### config.mk
export PLATFORM = sky130hd
export DESIGN_NAME = multi_alarm_ctrl
export DESIGN_NICKNAME = d
export VERILOG_FILES = /design/src/rtl/multi_alarm_ctrl.sv
export SDC_FILE = /design/constraint.sdc
export NUM_CORES = 1
export LEC_CHECK = 0
export CORE_MARGIN = 2
export CORE_UTILIZATION = 45
export CTS_CLUSTER_SIZE = 10
export DETAILED_ROUTE_END_ITERATION = 16
export PLACE_DENSITY_LB_ADDON = 0.3
export SYNTH_ARGS = -nofsm -noshare
export SYNTH_HDL_FRONTEND = slang
export SYNTH_SLANG_ARGS = --single-unit
### constraint.sdc
create_clock -name clk -period 3.3 [get_ports clk]
set_clock_uncertainty 0.2 [all_clocks]
set_input_delay 0.825 -clock clk [delete_from_list [all_inputs] [get_ports clk]]
set_output_delay 0.825 -clock clk [all_outputs]
set_load 0.03 [all_outputs]
### src/rtl/multi_alarm_ctrl.sv
// Clock/alarm setting controller: mode, edit, commit and arm keys.
// One display/edit FSM shared by the clock and every alarm channel.
module multi_alarm_ctrl #(
  parameter int                  NUM_ALARM   = 2,
  parameter int                  DIGITS      = 4,
  parameter logic [4*DIGITS-1:0] DIGIT_MAX   = 16'h2959,
  parameter int                  TIMEOUT_CYC = 1024
) (
  input  logic                  clk,
  input  logic                  rst_n,
  input  logic                  key_in_m,
  input  logic                  key_in_e,
  input  logic                  key_in_p,
  input  logic                  key_in_n,
  input  logic [4*DIGITS-1:0]   data_in,
  output logic [1:0]            sel,
  output logic                  mode_edit,
  output logic                  en_clk,
  output logic [1:0]            edit_pos,
  output logic [4*DIGITS-1:0]   data_out,
  output logic                  clock_load,
  output logic [NUM_ALARM-1:0]  alarm_load,
  output logic [NUM_ALARM-1:0]  alarm_en
);

  localparam int W  = 4*DIGITS;
  localparam int CW = $clog2(TIMEOUT_CYC+1);

  typedef enum logic {DISP, EDIT} state_t;

  state_t               state_q, state_d;
  logic [1:0]           sel_q, sel_d;
  logic [1:0]           pos_q, pos_d;
  logic [W-1:0]         data_q, data_d;
  logic [CW-1:0]        cnt_q, cnt_d;
  logic                 cl_q, cl_d;
  logic [NUM_ALARM-1:0] al_q, al_d;
  logic [NUM_ALARM-1:0] aen_q, aen_d;
  logic                 en_clk_q, en_clk_d;

  logic         k_m, k_e, k_p, k_n, any_key;
  logic [W-1:0] clamp_buf, inc_buf, dec_buf;

  // Strict priority m > e > p > n
  assign k_m     = key_in_m;
  assign k_e     = key_in_e & ~key_in_m;
  assign k_p     = key_in_p & ~key_in_m & ~key_in_e;
  assign k_n     = key_in_n & ~key_in_m & ~key_in_e & ~key_in_p;
  assign any_key = key_in_m | key_in_e | key_in_p | key_in_n;

  always_comb begin
    logic [3:0] d_lim;
    logic [3:0] d_in;
    logic [3:0] d_cur;
    clamp_buf = '0;
    inc_buf   = data_q;
    dec_buf   = data_q;
    for (int i = 0; i < DIGITS; i++) begin
      d_lim = DIGIT_MAX[4*i +: 4];
      d_in  = data_in[4*i +: 4];
      d_cur = data_q[4*i +: 4];
      clamp_buf[4*i +: 4] = (d_in > d_lim) ? d_lim : d_in;
      if (pos_q == 2'(i)) begin
        inc_buf[4*i +: 4] = (d_cur >= d_lim) ? 4'd0 : d_cur + 4'd1;
        dec_buf[4*i +: 4] = (d_cur == 4'd0) ? d_lim : d_cur - 4'd1;
      end
    end
  end

  always_comb begin
    state_d = state_q;
    sel_d   = sel_q;
    pos_d   = pos_q;
    data_d  = data_q;
    cnt_d   = cnt_q;
    aen_d   = aen_q;
    cl_d    = 1'b0;
    al_d    = '0;
    unique case (state_q)
      DISP: begin
        if (k_m) begin
          sel_d = (int'(sel_q) >= NUM_ALARM) ? 2'd0 : sel_q + 2'd1;
        end else if (k_e) begin
          state_d = EDIT;
          data_d  = clamp_buf;
          pos_d   = 2'(DIGITS-1);
          cnt_d   = '0;
        end else if (k_p) begin
          for (int i = 0; i < NUM_ALARM; i++)
            if (sel_q == 2'(i+1)) aen_d[i] = ~aen_q[i];
        end
      end
      EDIT: begin
        if (any_key) cnt_d = '0;
        if (k_m) begin
          state_d = DISP;
        end else if (k_e) begin
          if (pos_q != 2'd0) begin
            pos_d = pos_q - 2'd1;
          end else begin
            state_d = DISP;
            cl_d    = (sel_q == 2'd0);
            for (int i = 0; i < NUM_ALARM; i++)
              al_d[i] = (sel_q == 2'(i+1));
          end
        end else if (k_p) begin
          data_d = inc_buf;
        end else if (k_n) begin
          data_d = dec_buf;
        end else if (cnt_q >= CW'(TIMEOUT_CYC)) begin
          state_d = DISP;
        end else begin
          cnt_d = cnt_q + CW'(1);
        end
      end
      default: state_d = DISP;
    endcase
    en_clk_d = !((state_d == EDIT) && (sel_d == 2'd0));
  end

  always_ff @(posedge clk) begin
    if (rst_n) begin
      state_q  <= DISP;
      sel_q    <= 2'd0;
      pos_q    <= 2'd0;
      data_q   <= '0;
      cnt_q    <= '0;
      cl_q     <= 1'b0;
      al_q     <= '0;
      aen_q    <= '0;
      en_clk_q <= 1'b1;
    end else begin
      state_q  <= state_d;
      sel_q    <= sel_d;
      pos_q    <= pos_d;
      data_q   <= data_d;
      cnt_q    <= cnt_d;
      cl_q     <= cl_d;
      al_q     <= al_d;
      aen_q    <= aen_d;
      en_clk_q <= en_clk_d;
    end
  end

  assign sel        = sel_q;
  assign mode_edit  = (state_q == EDIT);
  assign en_clk     = en_clk_q;
  assign edit_pos   = pos_q;
  assign data_out   = data_q;
  assign clock_load = cl_q;
  assign alarm_load = al_q;
  assign alarm_en   = aen_q;

endmodule
# Word level (Yosys, flattened, before mapping)
# Index checks and enable logic that the tools add are counted.
[word_totals]
reg_bits = 38
wordCells = 139
[op_classes]
addsub = 11
magnitude_cmp = 10
n_eq_ne = 16
muxes = 54
n_bitwise = 16
reduce_logical = 19
[ops]
columns = ["operator", "count"]
rows = [
  ["16-bit 2-to-1 mux", 6],
  ["11-bit 2-to-1 mux", 8],
  ["4-bit 2-to-1 mux", 20],
  ["16-bit case mux with 2 select lines", 1],
  ["6-bit AND reduction", 4],
  ["11-bit case mux with 2 select lines", 1],
  ["4-bit by 1-bit adder with 4-bit output, second input constant", 4],
  ["4-bit zero test", 4],
  ["2-bit 2-to-1 mux", 8],
  ["4-bit by 1-bit subtractor with 4-bit output, second input constant", 4],
  ["5-bit AND reduction", 3],
  ["2-bit by 1-bit inequality test with 1-bit output, second input constant", 6],
  ["11-bit by 1-bit adder with 11-bit output, second input constant", 1],
  ["11-bit >= comparator, second input constant", 1],
  ["4-bit >= comparator, second input constant", 2],
  ["4-bit greater-than comparator, second input constant", 2],
  ["1-bit 2-to-1 mux", 8],
  ["2-bit inequality test, second input constant", 4],
  ["1-bit inverter", 7],
  ["1-bit AND", 6],
  ["2-bit equality test, second input constant", 3],
  ["2-bit zero test", 3],
  ["5-bit OR reduction", 1],
  ["2-bit by 1-bit equality test with 1-bit output, second input constant", 2],
  ["15 further kinds", 17],
]

# Longest topological paths before layout
# Gate-level depths: netlist of the first run.
[logic_depth]
ltp_word = 11
ltp_mapped = 9
ltp_nobuf = 7

# Least setup slack after synthesis of the first run
# OpenSTA, ideal clock, no wires.
[synth_path]
path_kind = "input port to flip-flop"
start = "in key_in_m"
end = "reg data_q[13], in the netlist data_out[13]"
setup_time_ns = 0.070
t_arrival_ns = 2.532
path_slack_ns = 0.498
cell_stages = 9
n_path_buf = 2
path_cell_list = "buf_6 -> nand2b_1 -> ha_1 -> nor2b_1 -> o21a_1 -> buf_2 -> o21ai_1 -> or3_1 -> a21oi_1"
[synth_between]
elab_chain_len = 7
[synth_rtl]
columns = ["element", "line", "source"]
rows = [
  ["start: declaration", "11", "input logic key_in_m,"],
  ["1-bit inverter (no source line)", "n/a", ""],
  ["1-bit AND (2 in series)", "47", "assign k_p = key_in_p & ~key_in_m & ~key_in_e;"],
  ["16-bit 2-to-1 mux", "106", "end else if (k_p) begin"],
  ["16-bit 2-to-1 mux", "97", "end else if (k_e) begin"],
  ["16-bit 2-to-1 mux", "95", "if (k_m) begin"],
  ["16-bit case mux with 2 select lines", "79", "unique case (state_q)"],
  ["end signal: assignment", "136", "data_q <= data_d;"],
  ["end: declaration", "34", "logic [W-1:0] data_q, data_d;"],
]
# Parallel ways exist; a longest one is shown, timed or not. The select of a mux whose other input is x is not followed.
# A chain may end at the register's enable or synchronous reset.

# Final worst setup path of the first run
# Same ends and word-level chain as after synthesis.

==> run summary, run 1 <==
top cells by instance count after synthesis -> 38 x dfxtp_1, 28 x nor2_1, 26 x a21oi_1
Worst path depth -> 8
peak supply drop -> 175 µV
P_sw -> 342 µW
largest net degree at the start of global routing -> 29
Setup Viol. Count Final -> 0
# fillers -> 539
slowest stage delay, CP -> 0.43 ns
Worst R2R Path Depth -> 7
crit path time final -> 2.93 ns
placer congestion estimate -> 0.900
#FFs+latches synth -> 38
worst-path maximum fanout -> 5
Die X -> 80.6 µm
GRT Max-Usage Layer -> met2
Row Count -> 27
drt first pass iters -> 4
initial drt markers -> 251
Final Net Count -> 426
core area -> 5570 µm²
Post-Syn Area -> 2640 µm²
Hold Startpoint -> cnt_q[5]$_SDFFE_PP0P_
area of the die -> 6500 µm²
number of remaining DRC errors -> 0
R2R Path End -> data_out[13]$_SDFFE_PP0P_
maxcap violations -> 0
ys flop type -> dfxtp_1
asr flop ratio synth -> 0%
Slew @ Worst Pin -> 0.556 ns
Critical Path Sink Type -> register
routed via count -> 2674
io pins -> 49
setup bufs post-CTS -> 0
crit path buf inv count -> 1
post-cts resize count -> 0
Critical Path AT -> 2.95 ns
RSZ-0062 raised after global routing -> no
# H-tree levels -> 2
Area contributors post-synth -> dfxtp_1 29%, ha_1 9.9%, a21oi_1 4.9%, nor2_1 4.0%, o21ai_0 3.4%
TritonCTS buffer count -> 5
Root Buffer -> clkbuf_8
synth warn -> 0
Starting Density -> 47.4%
Post-Synthesis Cells -> 334
reg-to-reg slack, setup -> 0.75 ns
initial antenna violation count -> 0
status -> finished clean
post-route ant nets -> 0
Final Max Slew Viols -> 0
Syn-to-layout area delta -> 25.8%
post-DP HPWL -> 4900 µm
layout cells sized above 1 -> 6.51%
Die Ht -> 80.6 µm
Final TNS setup -> 0 ns
Routed WL -> 6620 µm
CP startpoint kind -> input port
clock sink total -> 38
grt met1 use -> 28.3%
number of port buffers -> 48
Worst path slowest cell -> clkdlybuf4s50_1
worst skew pair latency -> 0.29 ns
CP top delay family -> simple AND/OR/NAND/NOR gates
clk slew on worst S/H paths -> 0.08 ns
cell internal pwr -> 764 µW
Clock Power Share -> 30.4%
Comb pwr share -> 24.5%
CTS tree -> done
total grt overflow -> 0
first-pass GRT wire length -> 11000 µm
hold crit path type -> reg2reg
Yosys top cell area share -> 28.8%
number of synthesized flops with an enable pin -> 0
Power per Cell Area -> 333 nW/µm²
Seq pwr share -> 45.2%
kind of critical path -> in2reg
Post-CTS Hold Buffers -> 0
register area -> 761 µm²
crit-path cells -> clkdlybuf4s50_1 -> nand2b_1 -> ha_1 -> nor2b_1 -> o21a_1 -> o21ai_1 -> or3_1 -> a21oi_1
fmax -> 342 MHz
fin crit share -> 88.7%
worst endpoint required time -> 3.32 ns
met3 Use GR -> 4.72%
sw frac -> 30.9%
wire per inst -> 14.5 µm
Final Hold Vio Count -> 0
Critical Path Sink -> data_out[13]$_SDFFE_PP0P_
relative slew slack -> 62.0%
worst reg2reg path startpoint -> mode_edit$_SDFF_PP0_
area taken by multi-input logic gates -> 1740 µm²
Tot GR Track Use -> 21.4%
sequential element share of the synthesized area -> 28.8%
cell taking the most area after synthesis -> dfxtp_1
ANT cells -> 0
number of distinct library cells after synthesis -> 60
Clock Tree Buf Depth -> 2
Critical Path Source -> key_in_m
Hold WS -> 0.272 ns
Avg Cell Area, Syn -> 7.91 µm²
routed vias/inst -> 5.86
Leakage -> 1.20 nW
vias in the first global route -> 2396
GRT met2 Usage -> 34.4%
most common cell in the netlist -> dfxtp_1
Mapped Nets -> 377
worst min path at each step:
stage / slack, ns / end / cells after the start
after floorplan: 0.24 / cnt_q[5]$_SDFFE_PP0P_ / 2
after global routing: 0.31 / cnt_q[5]$_SDFFE_PP0P_ / 2
after detailed placement: 0.26 / cnt_q[5]$_SDFFE_PP0P_ / 2
final: 0.27 / cnt_q[5]$_SDFFE_PP0P_ / 2
after CTS: 0.27 / cnt_q[5]$_SDFFE_PP0P_ / 2
after global placement: 0.25 / cnt_q[5]$_SDFFE_PP0P_ / 2
registers in the layout, summed over array words and instances (netlist names), 2 cells and up:
signal      flops
sel             2
alarm_load      2
data_out       16
cnt_q          11
edit_pos        2
alarm_en        2
logic make-up (layout without fill, tap and decap cells):
| logic type | Yosys count | in the layout | share of synthesized area, % |
|---|---|---|---|
| compound gates | 99 | 99 | 24.8 |
| xor+xnor | 3 | 3 | 0.994 |
| fa+ha+maj | 21 | 21 | 9.94 |
| buf+inv | 35 | 85 | 5.40 |
| flops | 38 | 38 | 28.8 |
| mux | 5 | 5 | 1.89 |
| simple gates | 133 | 133 | 28.2 |
area by class of cell:
cell class / count / area share [%]
Multi-Input combinational cell: 261 / 52.3
Sequential cell: 38 / 22.9
Timing Repair Buffer: 59 / 17.3
Tap cell: 72 / 2.71
Clock buffer: 7 / 2.60
Inverter: 18 / 2.03
Clock inverter: 1 / 0.151
metal layers:
metal | wire (µm) | vias to the layer above
met2 | 3040 | 70
met1 | 3200 | 1254
li1 | - | 1342
met5 | 0 | -
met4 | 82 | 0
met3 | 304 | 8
placed cells by master, fill, tap and decap left out, types with 12 or more instances in the layout:
cell type        count
inv_1               17
a21oi_1             26
nand2_1             21
nor3_1              12
o21ai_0             18
clkdlybuf4s50_1     48
dfxtp_1             38
nor2_1              28
ha_1                21
power groups by stage:
| stage | sequential [mW] | clock, mW | combinational [mW] |
|---|---|---|---|
| floorplan | 0.531 | 0 | 0.144 |
| global placement | 0.509 | 0 | 0.265 |
| detailed placement | 0.509 | 0 | 0.268 |
| CTS | 0.499 | 0.344 | 0.269 |
| global route | 0.503 | 0.362 | 0.297 |
| finish | 0.499 | 0.336 | 0.271 |
worst min-delay path, stage by stage (launching register included):
cell and delay (ns):
dfxtp_1 0.32, nand2_1 0.05, a21oi_1 0.05
stage by stage:
step	utilization (%)	setup slack, ns	power (mW)	instance area (µm²)	instances
after floorplan	-	0.498	0.674	2640	334
after global placement	58.0	0.185	0.774	3230	448
after detailed placement	58.0	0.0853	0.777	3230	448
after CTS	59.6	0.403	1.11	3320	456
after global routing	59.6	0.221	1.16	3320	456
final	59.6	0.373	1.11	3320	456
(Power assumes the default switching activity.)
==> inputs of run 2 (changes only) <==
--- a/config.mk
+++ b/config.mk
@@ -9,6 +9,7 @@
 export CORE_UTILIZATION = 45
 export CTS_CLUSTER_SIZE = 10
 export DETAILED_ROUTE_END_ITERATION = 16
+export MAX_ROUTING_LAYER = met4
 export PLACE_DENSITY_LB_ADDON = 0.3
 export SYNTH_ARGS = -nofsm -noshare
 export SYNTH_HDL_FRONTEND = slang
==> run 2 against run 1 <==
  * Maximum frequency about the same
  * Sequential power about the same
  * Non-clock buffer count unchanged
  * Power about the same
  * Register-to-register slack about the same
  * Via count about the same
  * Clock-buffer cell count unchanged
  * Critical path type unchanged
  * Critical endpoint unchanged
==> run summary, run 2 (synthesis gave the netlist of run 1 again) <==
DR WL met3 -> 284 µm
status -> finished clean
initial drt markers -> 253
io pins -> 49
Worst R2R Path Depth -> 7
post-cts resize count -> 0
Core Util, Final -> 59.6%
Syn-to-layout area delta -> 25.8%
R2R Path End -> data_out[13]$_SDFFE_PP0P_
area of the die -> 6500 µm²
Final Max Slew Viols -> 0
hold crit path type -> reg2reg
commonest non-fill, non-tap cell in the layout -> clkdlybuf4s50_1
fin crit share -> 88.8%
Starting Density -> 47.4%
Leakage -> 1.20 nW
Critical Path AT -> 2.95 ns
Routed WL -> 6620 µm
clk slew on worst S/H paths -> 0.08 ns
relative slew slack -> 61.9%
peak supply drop -> 175 µV
Final Net Count -> 426
pre-CTS setup slack -> 0.0853 ns
Critical Path Sink Type -> register
Critical Path Source -> key_in_m
maxcap violations -> 0
M1 WL -> 3180 µm
Row Count -> 27
Root Buffer -> clkbuf_8
Post-CTS Hold Buffers -> 0
metal2 WL -> 3060 µm
Critical Path Sink -> data_out[13]$_SDFFE_PP0P_
initial antenna violation count -> 0
number of remaining DRC errors -> 0
kind of critical path -> in2reg
layout cells sized above 1 -> 6.51%
Final WS setup -> 0.371 ns
worst endpoint required time -> 3.32 ns
CP startpoint kind -> input port
Die X -> 80.6 µm
Slew @ Worst Pin -> 0.556 ns
routed via count -> 2672
ANT cells -> 0
CTS tree -> done
setup bufs post-CTS -> 0
# H-tree levels -> 2
Power per Cell Area -> 333 nW/µm²
Final TNS setup -> 0 ns
reg-to-reg slack, setup -> 0.76 ns
Tot GR Track Use -> 22.0%
worst skew pair latency -> 0.29 ns
total grt overflow -> 0
Setup Viol. Count Final -> 0
worst-path maximum fanout -> 5
Final Hold Vio Count -> 0
worst reg2reg path startpoint -> mode_edit$_SDFF_PP0_
post-route ant nets -> 0
largest net degree at the start of global routing -> 29
most frequent cells in the layout -> 48 x clkdlybuf4s50_1, 38 x dfxtp_1, 28 x nor2_1
number of port buffers -> 48
wire per inst -> 14.5 µm
TritonCTS buffer count -> 5
drt first pass iters -> 4
RSZ-0062 raised after global routing -> no
clock sink total -> 38
Die Ht -> 80.6 µm
placer congestion estimate -> 0.915
core area -> 5570 µm²
post-DP HPWL -> 4900 µm
Clock Tree Buf Depth -> 2
top routing layer in use -> met4
first-pass GRT wire length -> 11000 µm
crit path time final -> 2.93 ns
routed vias/inst -> 5.86
max FFs per register -> 16
vias in the first global route -> 2393
fmax -> 341 MHz
-- run 2: cell counts in the layout (fill, tap and decap cells not counted) --
No cell type changed its count.
-- run 2: worst min-delay path by stage --
| stage | start | to | depth (start not counted) |
|---|---|---|---|
| after floorplan | cnt_q[5]$_SDFFE_PP0P_ | cnt_q[5]$_SDFFE_PP0P_ | 2 |
| after global placement | cnt_q[5]$_SDFFE_PP0P_ | cnt_q[5]$_SDFFE_PP0P_ | 2 |
| after detailed placement | cnt_q[5]$_SDFFE_PP0P_ | cnt_q[5]$_SDFFE_PP0P_ | 2 |
| after CTS | cnt_q[5]$_SDFFE_PP0P_ | cnt_q[5]$_SDFFE_PP0P_ | 2 |
| after global routing | cnt_q[5]$_SDFFE_PP0P_ | cnt_q[5]$_SDFFE_PP0P_ | 2 |
| final | cnt_q[5]$_SDFFE_PP0P_ | cnt_q[5]$_SDFFE_PP0P_ | 2 |
-- run 2: per-layer routing --
layer / global-route usage [%] / vias up
met5: - / -
met3: 4.61 / 8
met4: 6.95 / 0
li1: - / 1343
met2: 34.3 / 71
met1: 28.6 / 1250
-- run 2: worst max-delay path, stage by stage --
cell	delay (ns)
clkdlybuf4s50_1	0.43
nand2b_1	0.23
ha_1	0.32
nor2b_1	0.18
o21a_1	0.24
o21ai_1	0.18
or3_1	0.40
a21oi_1	0.14
-- run 2: where the power goes --
group          switching (mW)  internal, mW
Combinational           0.148         0.122
Clock                   0.168         0.169
Sequential             0.0258         0.473
-- run 2: cell type report --
| cell class | count | area (µm²) |
|---|---|---|
| inverter | 18 | 67.6 |
| sequential | 38 | 761 |
| timing repair buffer | 59 | 576 |
| clock inverter | 1 | 5.00 |
| multi-input combinational | 261 | 1740 |
| fill | 539 | 2250 |
| tap | 72 | 90.1 |
| clock buffer | 7 | 86.3 |
-- run 2: per-stage QoR --
step	instance area [µm²]	power, mW	hold WS [ns]	std cells
3_5_place_dp	3230	0.777	0.260	448
2_1_floorplan	2640	0.674	0.236	334
6_report	3320	1.11	0.272	456
4_1_cts	3320	1.11	0.271	456
3_3_place_gp	3230	0.774	0.253	448
5_1_grt	3320	1.16	0.308	456
==> inputs of run 3 (changes only) <==
--- a/config.mk
+++ b/config.mk
@@ -11,6 +11,8 @@
 export DETAILED_ROUTE_END_ITERATION = 16
 export MAX_ROUTING_LAYER = met4
 export PLACE_DENSITY_LB_ADDON = 0.3
+export SKIP_CTS_REPAIR_TIMING = 1
 export SYNTH_ARGS = -nofsm -noshare
 export SYNTH_HDL_FRONTEND = slang
 export SYNTH_SLANG_ARGS = --single-unit
+export TNS_END_PERCENT = 1
==> results of run 3 <==
No change in the layout: final DEF, timing and power equal those of run 2.
